==> src/rtl/sdram_arb.sv <==
// rtl/sdram_arb.sv - three-port SDRAM request arbiter (loader > video > CPU) with ioctl write adapter
`timescale 1ns/1ps
module sdram_arb #(
  parameter int STARVE_MAX = 4,
  parameter int AW         = 25
) (
  input  logic          clk_sys,
  input  logic          reset_n,
  input  logic          ioctl_download,
  input  logic          ioctl_wr,
  input  logic [AW-1:0] ioctl_addr,
  input  logic [15:0]   ioctl_dout,
  output logic          ioctl_wait,
  input  logic          vid_req,
  input  logic [AW-1:0] vid_addr,
  output logic          vid_ack,
  output logic [15:0]   vid_rdata,
  input  logic          cpu_req,
  input  logic          cpu_we,
  input  logic [AW-1:0] cpu_addr,
  input  logic [15:0]   cpu_wdata,
  input  logic [1:0]    cpu_be,
  output logic          cpu_ack,
  output logic [15:0]   cpu_rdata,
  output logic          mem_req,
  output logic          mem_we,
  output logic [AW-1:0] mem_addr,
  output logic [15:0]   mem_wdata,
  output logic [1:0]    mem_be,
  input  logic          mem_ack,
  input  logic [15:0]   mem_rdata
);

  localparam int            SW         = (STARVE_MAX < 1) ? 1 : $clog2(STARVE_MAX + 1);
  localparam logic [SW-1:0] STARVE_LIM = SW'(STARVE_MAX);

  typedef enum logic {S_IDLE, S_BUSY} state_t;
  typedef enum logic [1:0] {O_LD, O_VID, O_CPU} owner_t;

  state_t        state_q, state_d;
  owner_t        owner_q, owner_d;
  logic          ld_pend_q, ld_pend_d;
  logic [AW-1:0] ld_addr_q, ld_addr_d;
  logic [15:0]   ld_data_q, ld_data_d;
  logic [SW-1:0] starve_q, starve_d;
  logic          mem_req_q, mem_req_d;
  logic          mem_we_q, mem_we_d;
  logic [AW-1:0] mem_addr_q, mem_addr_d;
  logic [15:0]   mem_wdata_q, mem_wdata_d;
  logic [1:0]    mem_be_q, mem_be_d;
  logic          vid_ack_q, vid_ack_d;
  logic          cpu_ack_q, cpu_ack_d;
  logic [15:0]   vid_rdata_q, vid_rdata_d;
  logic [15:0]   cpu_rdata_q, cpu_rdata_d;

  logic cpu_ok, force_cpu, pick_cpu, pick_vid;

  // CPU is locked out for the whole download session; the starvation guard only reorders CPU vs video.
  assign cpu_ok    = cpu_req && !ioctl_download;
  assign force_cpu = cpu_ok && (starve_q == STARVE_LIM);
  assign pick_cpu  = !ld_pend_q && (force_cpu || (!vid_req && cpu_ok));
  assign pick_vid  = !ld_pend_q && !force_cpu && vid_req;

  always_comb begin
    state_d     = state_q;
    owner_d     = owner_q;
    ld_pend_d   = ld_pend_q;
    ld_addr_d   = ld_addr_q;
    ld_data_d   = ld_data_q;
    starve_d    = starve_q;
    mem_req_d   = mem_req_q;
    mem_we_d    = mem_we_q;
    mem_addr_d  = mem_addr_q;
    mem_wdata_d = mem_wdata_q;
    mem_be_d    = mem_be_q;
    vid_ack_d   = 1'b0;
    cpu_ack_d   = 1'b0;
    vid_rdata_d = vid_rdata_q;
    cpu_rdata_d = cpu_rdata_q;

    if (ioctl_wr && !ld_pend_q) begin
      ld_pend_d = 1'b1;
      ld_addr_d = ioctl_addr;
      ld_data_d = ioctl_dout;
    end

    case (state_q)
      S_IDLE: begin
        if (!cpu_req) starve_d = '0;
        if (ld_pend_q) begin
          state_d     = S_BUSY;
          owner_d     = O_LD;
          mem_req_d   = 1'b1;
          mem_we_d    = 1'b1;
          mem_addr_d  = ld_addr_q;
          mem_wdata_d = ld_data_q;
          mem_be_d    = 2'b11;
        end else if (pick_cpu) begin
          state_d     = S_BUSY;
          owner_d     = O_CPU;
          mem_req_d   = 1'b1;
          mem_we_d    = cpu_we;
          mem_addr_d  = cpu_addr;
          mem_wdata_d = cpu_wdata;
          mem_be_d    = cpu_be;
          starve_d    = '0;
        end else if (pick_vid) begin
          state_d     = S_BUSY;
          owner_d     = O_VID;
          mem_req_d   = 1'b1;
          mem_we_d    = 1'b0;
          mem_addr_d  = vid_addr;
          mem_wdata_d = '0;
          mem_be_d    = 2'b11;
          if (cpu_req && starve_q != STARVE_LIM) starve_d = starve_q + 1'b1;
        end
      end
      S_BUSY: begin
        if (mem_ack) begin
          state_d   = S_IDLE;
          mem_req_d = 1'b0;
          case (owner_q)
            O_LD:    ld_pend_d = 1'b0;
            O_VID: begin
              vid_ack_d   = 1'b1;
              vid_rdata_d = mem_rdata;
            end
            O_CPU: begin
              cpu_ack_d   = 1'b1;
              cpu_rdata_d = mem_rdata;
            end
            default: ;
          endcase
        end
      end
      default: state_d = S_IDLE;
    endcase
  end

  always_ff @(posedge clk_sys or negedge reset_n) begin
    if (!reset_n) begin
      state_q     <= S_IDLE;
      owner_q     <= O_LD;
      ld_pend_q   <= 1'b0;
      ld_addr_q   <= '0;
      ld_data_q   <= '0;
      starve_q    <= '0;
      mem_req_q   <= 1'b0;
      mem_we_q    <= 1'b0;
      mem_addr_q  <= '0;
      mem_wdata_q <= '0;
      mem_be_q    <= '0;
      vid_ack_q   <= 1'b0;
      cpu_ack_q   <= 1'b0;
      vid_rdata_q <= '0;
      cpu_rdata_q <= '0;
    end else begin
      state_q     <= state_d;
      owner_q     <= owner_d;
      ld_pend_q   <= ld_pend_d;
      ld_addr_q   <= ld_addr_d;
      ld_data_q   <= ld_data_d;
      starve_q    <= starve_d;
      mem_req_q   <= mem_req_d;
      mem_we_q    <= mem_we_d;
      mem_addr_q  <= mem_addr_d;
      mem_wdata_q <= mem_wdata_d;
      mem_be_q    <= mem_be_d;
      vid_ack_q   <= vid_ack_d;
      cpu_ack_q   <= cpu_ack_d;
      vid_rdata_q <= vid_rdata_d;
      cpu_rdata_q <= cpu_rdata_d;
    end
  end

  assign ioctl_wait = ld_pend_q;
  assign mem_req    = mem_req_q;
  assign mem_we     = mem_we_q;
  assign mem_addr   = mem_addr_q;
  assign mem_wdata  = mem_wdata_q;
  assign mem_be     = mem_be_q;
  assign vid_ack    = vid_ack_q;
  assign vid_rdata  = vid_rdata_q;
  assign cpu_ack    = cpu_ack_q;
  assign cpu_rdata  = cpu_rdata_q;

endmodule

==> config.mk <==
export PLATFORM = sky130hd
export DESIGN_NAME = sdram_arb
export DESIGN_NICKNAME = d
export VERILOG_FILES = /design/src/rtl/sdram_arb.sv
export SDC_FILE = /design/constraint.sdc
export NUM_CORES = 1
export LEC_CHECK = 0
export ABC_AREA = 1
export CAP_MARGIN = 20
export CELL_PAD_IN_SITES_DETAIL_PLACEMENT = 1
export CELL_PAD_IN_SITES_GLOBAL_PLACEMENT = 2
export CORE_UTILIZATION = 27
export CTS_BUF_LIST = sky130_fd_sc_hd__clkbuf_8
export DETAILED_ROUTE_END_ITERATION = 6
export PLACE_DENSITY = 0.93
export SLEW_MARGIN = 15
export SYNTH_ARGS = -nofsm -noshare
export SYNTH_HDL_FRONTEND = slang
export SYNTH_SLANG_ARGS = --single-unit
==> constraint.sdc <==
create_clock -name clk_sys -period 2.1 [get_ports clk_sys]
set_input_delay 0.315 -clock clk_sys [delete_from_list [all_inputs] [get_ports clk_sys]]
set_output_delay 0.315 -clock clk_sys [all_outputs]
set_load 0.01 [all_outputs]
Yosys cells after proc, flatten, opt, wreduce, memory -nomap -nowiden --
Index checks and enable logic that the tools add are counted.
Storage, ports and cells: logic and storage cells 82, input bits 133, register bits after elaboration 127
Cells by class: reductions and logical operators 19, bitwise gates (word level) 1, $add $sub $neg 1, equality and inequality tests 6, multiplexer cells 40
Operators by type and width (count):
- $mux 25 | 3
- $mux 16 | 3
- $mux 1 | 21
- $mux 3 | 5
- $mux 2 | 6
- $logic_and 1x1->1 | 8
- $reduce_and 3->1 | 2
- $logic_not 1->1 | 4
- $ne 4x4->1 const B | 1
- $pmux 1 s2 | 2
- $reduce_and 2->1 | 2
- $add 3x1->3 const B | 1
- $eq 3x3->1 const B | 1
- $ne 3x3->1 const B | 1
- $reduce_bool 3->1 | 1
- $eq 2x1->1 const B | 1
- $eq 2x2->1 const B | 1
- $logic_not 2->1 | 1
- $ne 2x2->1 const B | 1
- $logic_or 1x1->1 | 1
- $not 1->1 | 1

Longest topological paths before layout --
depth after elaboration 10, mapped depth 11, gate-level depth less buffers 10

Worst setup path before layout --
OpenSTA, ideal clock, no wires.
path type register to register, from register starve_q[0], to register state_q, cell stages (with the launch flop) 10, clock period less this slack 1.572 ns, path buffers 1, setup time 0.134 ns, path slack 0.528 ns, arrival 1.438 ns, cells stage by stage dfrtp_1 -> inv_1 -> ha_1 -> nand2_2 -> nand2_4 -> a21oi_2 -> nand2_4 -> nand2_8 -> buf_6 -> o21ai_0
Between the ends: cells in the longest elaborated chain, start to end 9
RTL lines:
- start, declared | RTL line 45 | logic [SW-1:0] starve_q, starve_d;
- start signal, assigned | RTL line 163 | starve_q <= starve_d;
- $eq 3x3->1 * | RTL line 60 | assign force_cpu = cpu_ok && (starve_q == STARVE_LIM);
- $logic_and 1x1->1 * | RTL line 60
- $logic_not 1->1 | RTL line 62 | assign pick_vid = !ld_pend_q && !force_cpu && vid_req;
- $logic_and 1x1->1 (2 in a row) | RTL line 62
- $mux 1 | RTL line 107 | end else if (pick_vid) begin
- $mux 1 * | RTL line 98 | end else if (pick_cpu) begin
- $mux 1 * | RTL line 90 | if (ld_pend_q) begin
- $pmux 1 s2 * | RTL line 87 | case (state_q)
- named net state_d | RTL line 40 | state_t state_q, state_d;
- end signal, assigned | RTL line 158 | state_q <= state_d;
- end, declared | RTL line 40
Mark *: on every way through the listed nets, which the timed path passes. The rest lies on a longest branch. A chain may end at the register's enable or synchronous reset.

Final worst setup path --
from register ld_pend_q, in the netlist ioctl_wait, to output ioctl_wait
RTL lines:
- start, declared | RTL line 42 | logic ld_pend_q, ld_pend_d;
- start signal, assigned | RTL line 160 | ld_pend_q <= ld_pend_d;
- end, declared | RTL line 13 | output logic ioctl_wait,
No word-level cell between the ends.

==> run metrics <==
Internal=8.02 mW; DRC=0; Initial Util=between 20% and 30%; H-tree levels=4; gpl congestion=between 0.7 and 0.8; crit path launch type=flip-flop; hold buffers post-CTS=1; period utilization=between 90% and 100%; CTS tree=yes; fmax=roughly 520 MHz; Post-Layout Cell Count=between 1000 and 1500; clk_skew=10.6 ps; commonest non-fill, non-tap cells in the layout=234 x nand2_1, 211 x clkdlybuf4s50_1, 126 x dfrtp_1, 54 x nand3_1, 41 x mux2_2; Clock Power Share=21.5%; synthesis-to-layout area growth=52.3%; Placed Instances=1113; minimum clock period=roughly 1900 ps; HP Class=input pin to asynchronous set/reset pin; Seq pwr share=33.5%; Post-Route Setup TNS=0 ps; CP max FO=14; PnR worst setup slack=around 170 ps; switch share=between 30% and 40%; Die X=about 150 µm; CP endpoint kind=primary output; HPWL after DPL=14.0 mm; initial antenna violation count=3; die area=approximately 22000 µm²; number of library cell types mapped by synthesis=29; via count=~5200; status=finished clean; Congestion Overflow GR=0; Leakage=between 4 and 5 nW; Seq/Total Area, Yosys=54.4%; Setup Viol. Count Final=0; clock transition at the registers of the reported paths=roughly 80 ps; Vias/cell=around 4.5; pre-CTS WS=~130 ps; Post-Synthesis Cells=635; Skew-Pair Late Insertion Delay=440 ps; Routed WL=between 15 and 20 mm; PortBufs=212; Psw=approximately 4.6 mW; RSZ-0062 raised after global routing=false; DR pass1 iterations=4; critical path type=flip-flop to primary output; FF+latch area=around 3200 µm²; WL per Instance=about 17 µm; core box area=21100 µm²; nets=roughly 990; row cnt=53; Iteration-0 DRC Markers=170; Final Util=42.2%; Max Slew Vio Count=0; worst slew pin tran=around 500 ps; worst endpoint required time=between 1500 and 2000 ps; IR drop worst, VDD=~0.6 mV; number of global-route vias before repair=5702; Clock Tree Root=clkbuf_8; clock buffer depth=2; CTS Buf Count=17; first-pass GRT wire length=between 30 and 40 mm; Final Hold Vio Count=0; Final ANT Viol Nets=0; num ports=around 210; Multi-input gate area=around 2300 µm²; Post-Syn Area per Cell=9.20 µm²; Setup Buffers After CTS=0; total power=approximately 13 mW; Mapped Area=5840 µm²; Gate power share=~45%; count of state elements after synthesis=around 130; layout cell share with drive strength beyond 1=between 10% and 20%; crit path DAT=approximately 1600 ps; pwr/cell area=between 1000 and 1500 nW/µm²; largest net degree at the start of global routing=between 50 and 60; Rel. slew slack=about two thirds; maximum capacitance violations=0; syn nets=between 700 and 800; warnings from Yosys=0; filler cell count=between 2000 and 2500; Num Clock Sinks=between 100 and 150; Post-CTS Resized=0; commonest non-fill, non-tap cell in the layout=nand2_1; gr usage total=a little under a fifth; die height=about 150 µm
-- through the flow --
stage	area, µm²	hold WS (ps)
after floorplan	5840	19.4
after global routing	8900	393
after CTS	8900	369
final	8900	389
after global placement	8390	298
after detailed placement	8390	306
-- final cells by class --
type,instances,area share (%)
Clock inverter,15,2.98
Tap cell,275,3.87
Sequential cell,127,35.7
Clock buffer,17,2.63
Inverter,31,1.34
Antenna cell,1,0.0281
Timing Repair Buffer,240,27.4
Multi-Input combinational cell,441,26.1
-- power by group through the flow --
stage	Combinational [mW]	Sequential, mW	Clock [mW]
floorplan	2.86	4.43	0
global placement	5.61	4.20	0
detailed placement	5.74	4.26	0
CTS	5.80	4.23	2.79
global route	6.28	4.37	2.90
finish	5.67	4.21	2.70
-- flip-flops by register name, indices dropped and copies added, names as in the netlist --
name,cells
ld_data_q,16
vid_rdata,16
mem_wdata,16
cpu_rdata,16
mem_be,2
mem_req,1
starve_q,3
state_q,1
cpu_ack,1
ld_addr_q,25
owner_q,2
mem_addr,25
vid_ack,1
mem_we,1
ioctl_wait,1
-- worst max-delay path, stage by stage (launching register included) --
cell and delay (ps):
dfrtp_2 390, buf_4 220, clkdlybuf4s50_1 560
-- cells by family after synthesis --
kind of cell | count (synthesis) | synth area share (%)
AOI/OAI and AO/OA | 40 | 3.62
adders and majority gates | 2 | 0.428
buffers and inverters | 67 | 5.93
DFF | 127 | 54.4
muxes | 41 | 7.90
and+or+nand+nor | 358 | 27.7
-- synthesized netlist by cell type --
master,n,area (µm²)
a21oi_2,1,8.76
buf_1,1,3.75
buf_12,2,40.0
buf_2,6,30.0
buf_4,5,37.5
buf_6,3,33.8
buf_8,1,15.0
clkbuf_1,18,67.6
clkinv_1,1,3.75
dfrtp_1,127,3180
ha_1,2,25.0
inv_1,27,101
inv_2,2,7.51
inv_4,1,6.26
mux2_2,41,462
nand2_1,235,882
nand2_2,22,138
nand2_4,6,67.6
nand2_8,1,20.0
nand3_1,54,270
nand3_4,1,17.5
nand4_1,26,163
nor2_1,9,33.8
nor2_4,1,11.3
nor3_1,2,10.0
o211ai_1,1,7.51
o21ai_0,37,185
o32a_1,1,10.0
or2_2,1,6.26
-- layer usage --
layer / vias up / GRT usage, % / part of all wire [%]
met3: 25 / 7.49 / 8.5
met5: - / 0 / 0.067
met1: 2529 / 21.5 / 41
met4: 2 / 6.94 / 1.9
li1: 2506 / - / -
met2: 156 / 30.3 / 48
-- path summary, 6_finish.rpt --
check                      cells after the start           end  slack (ps)          from
setup / recovery                               2    ioctl_wait         170    ioctl_wait
hold / removal                                 2  ld_data_q[5]         390       reset_n
setup reg to reg                              10        mem_we         170   starve_q[0]
hold reg to reg                                2  mem_wdata[8]         480  mem_wdata[8]
max in group asynchronous                      3   mem_addr[7]        1040       reset_n
min in group clk_sys                           3  cpu_rdata[4]         440  mem_rdata[4]
(Power assumes the default switching activity.)
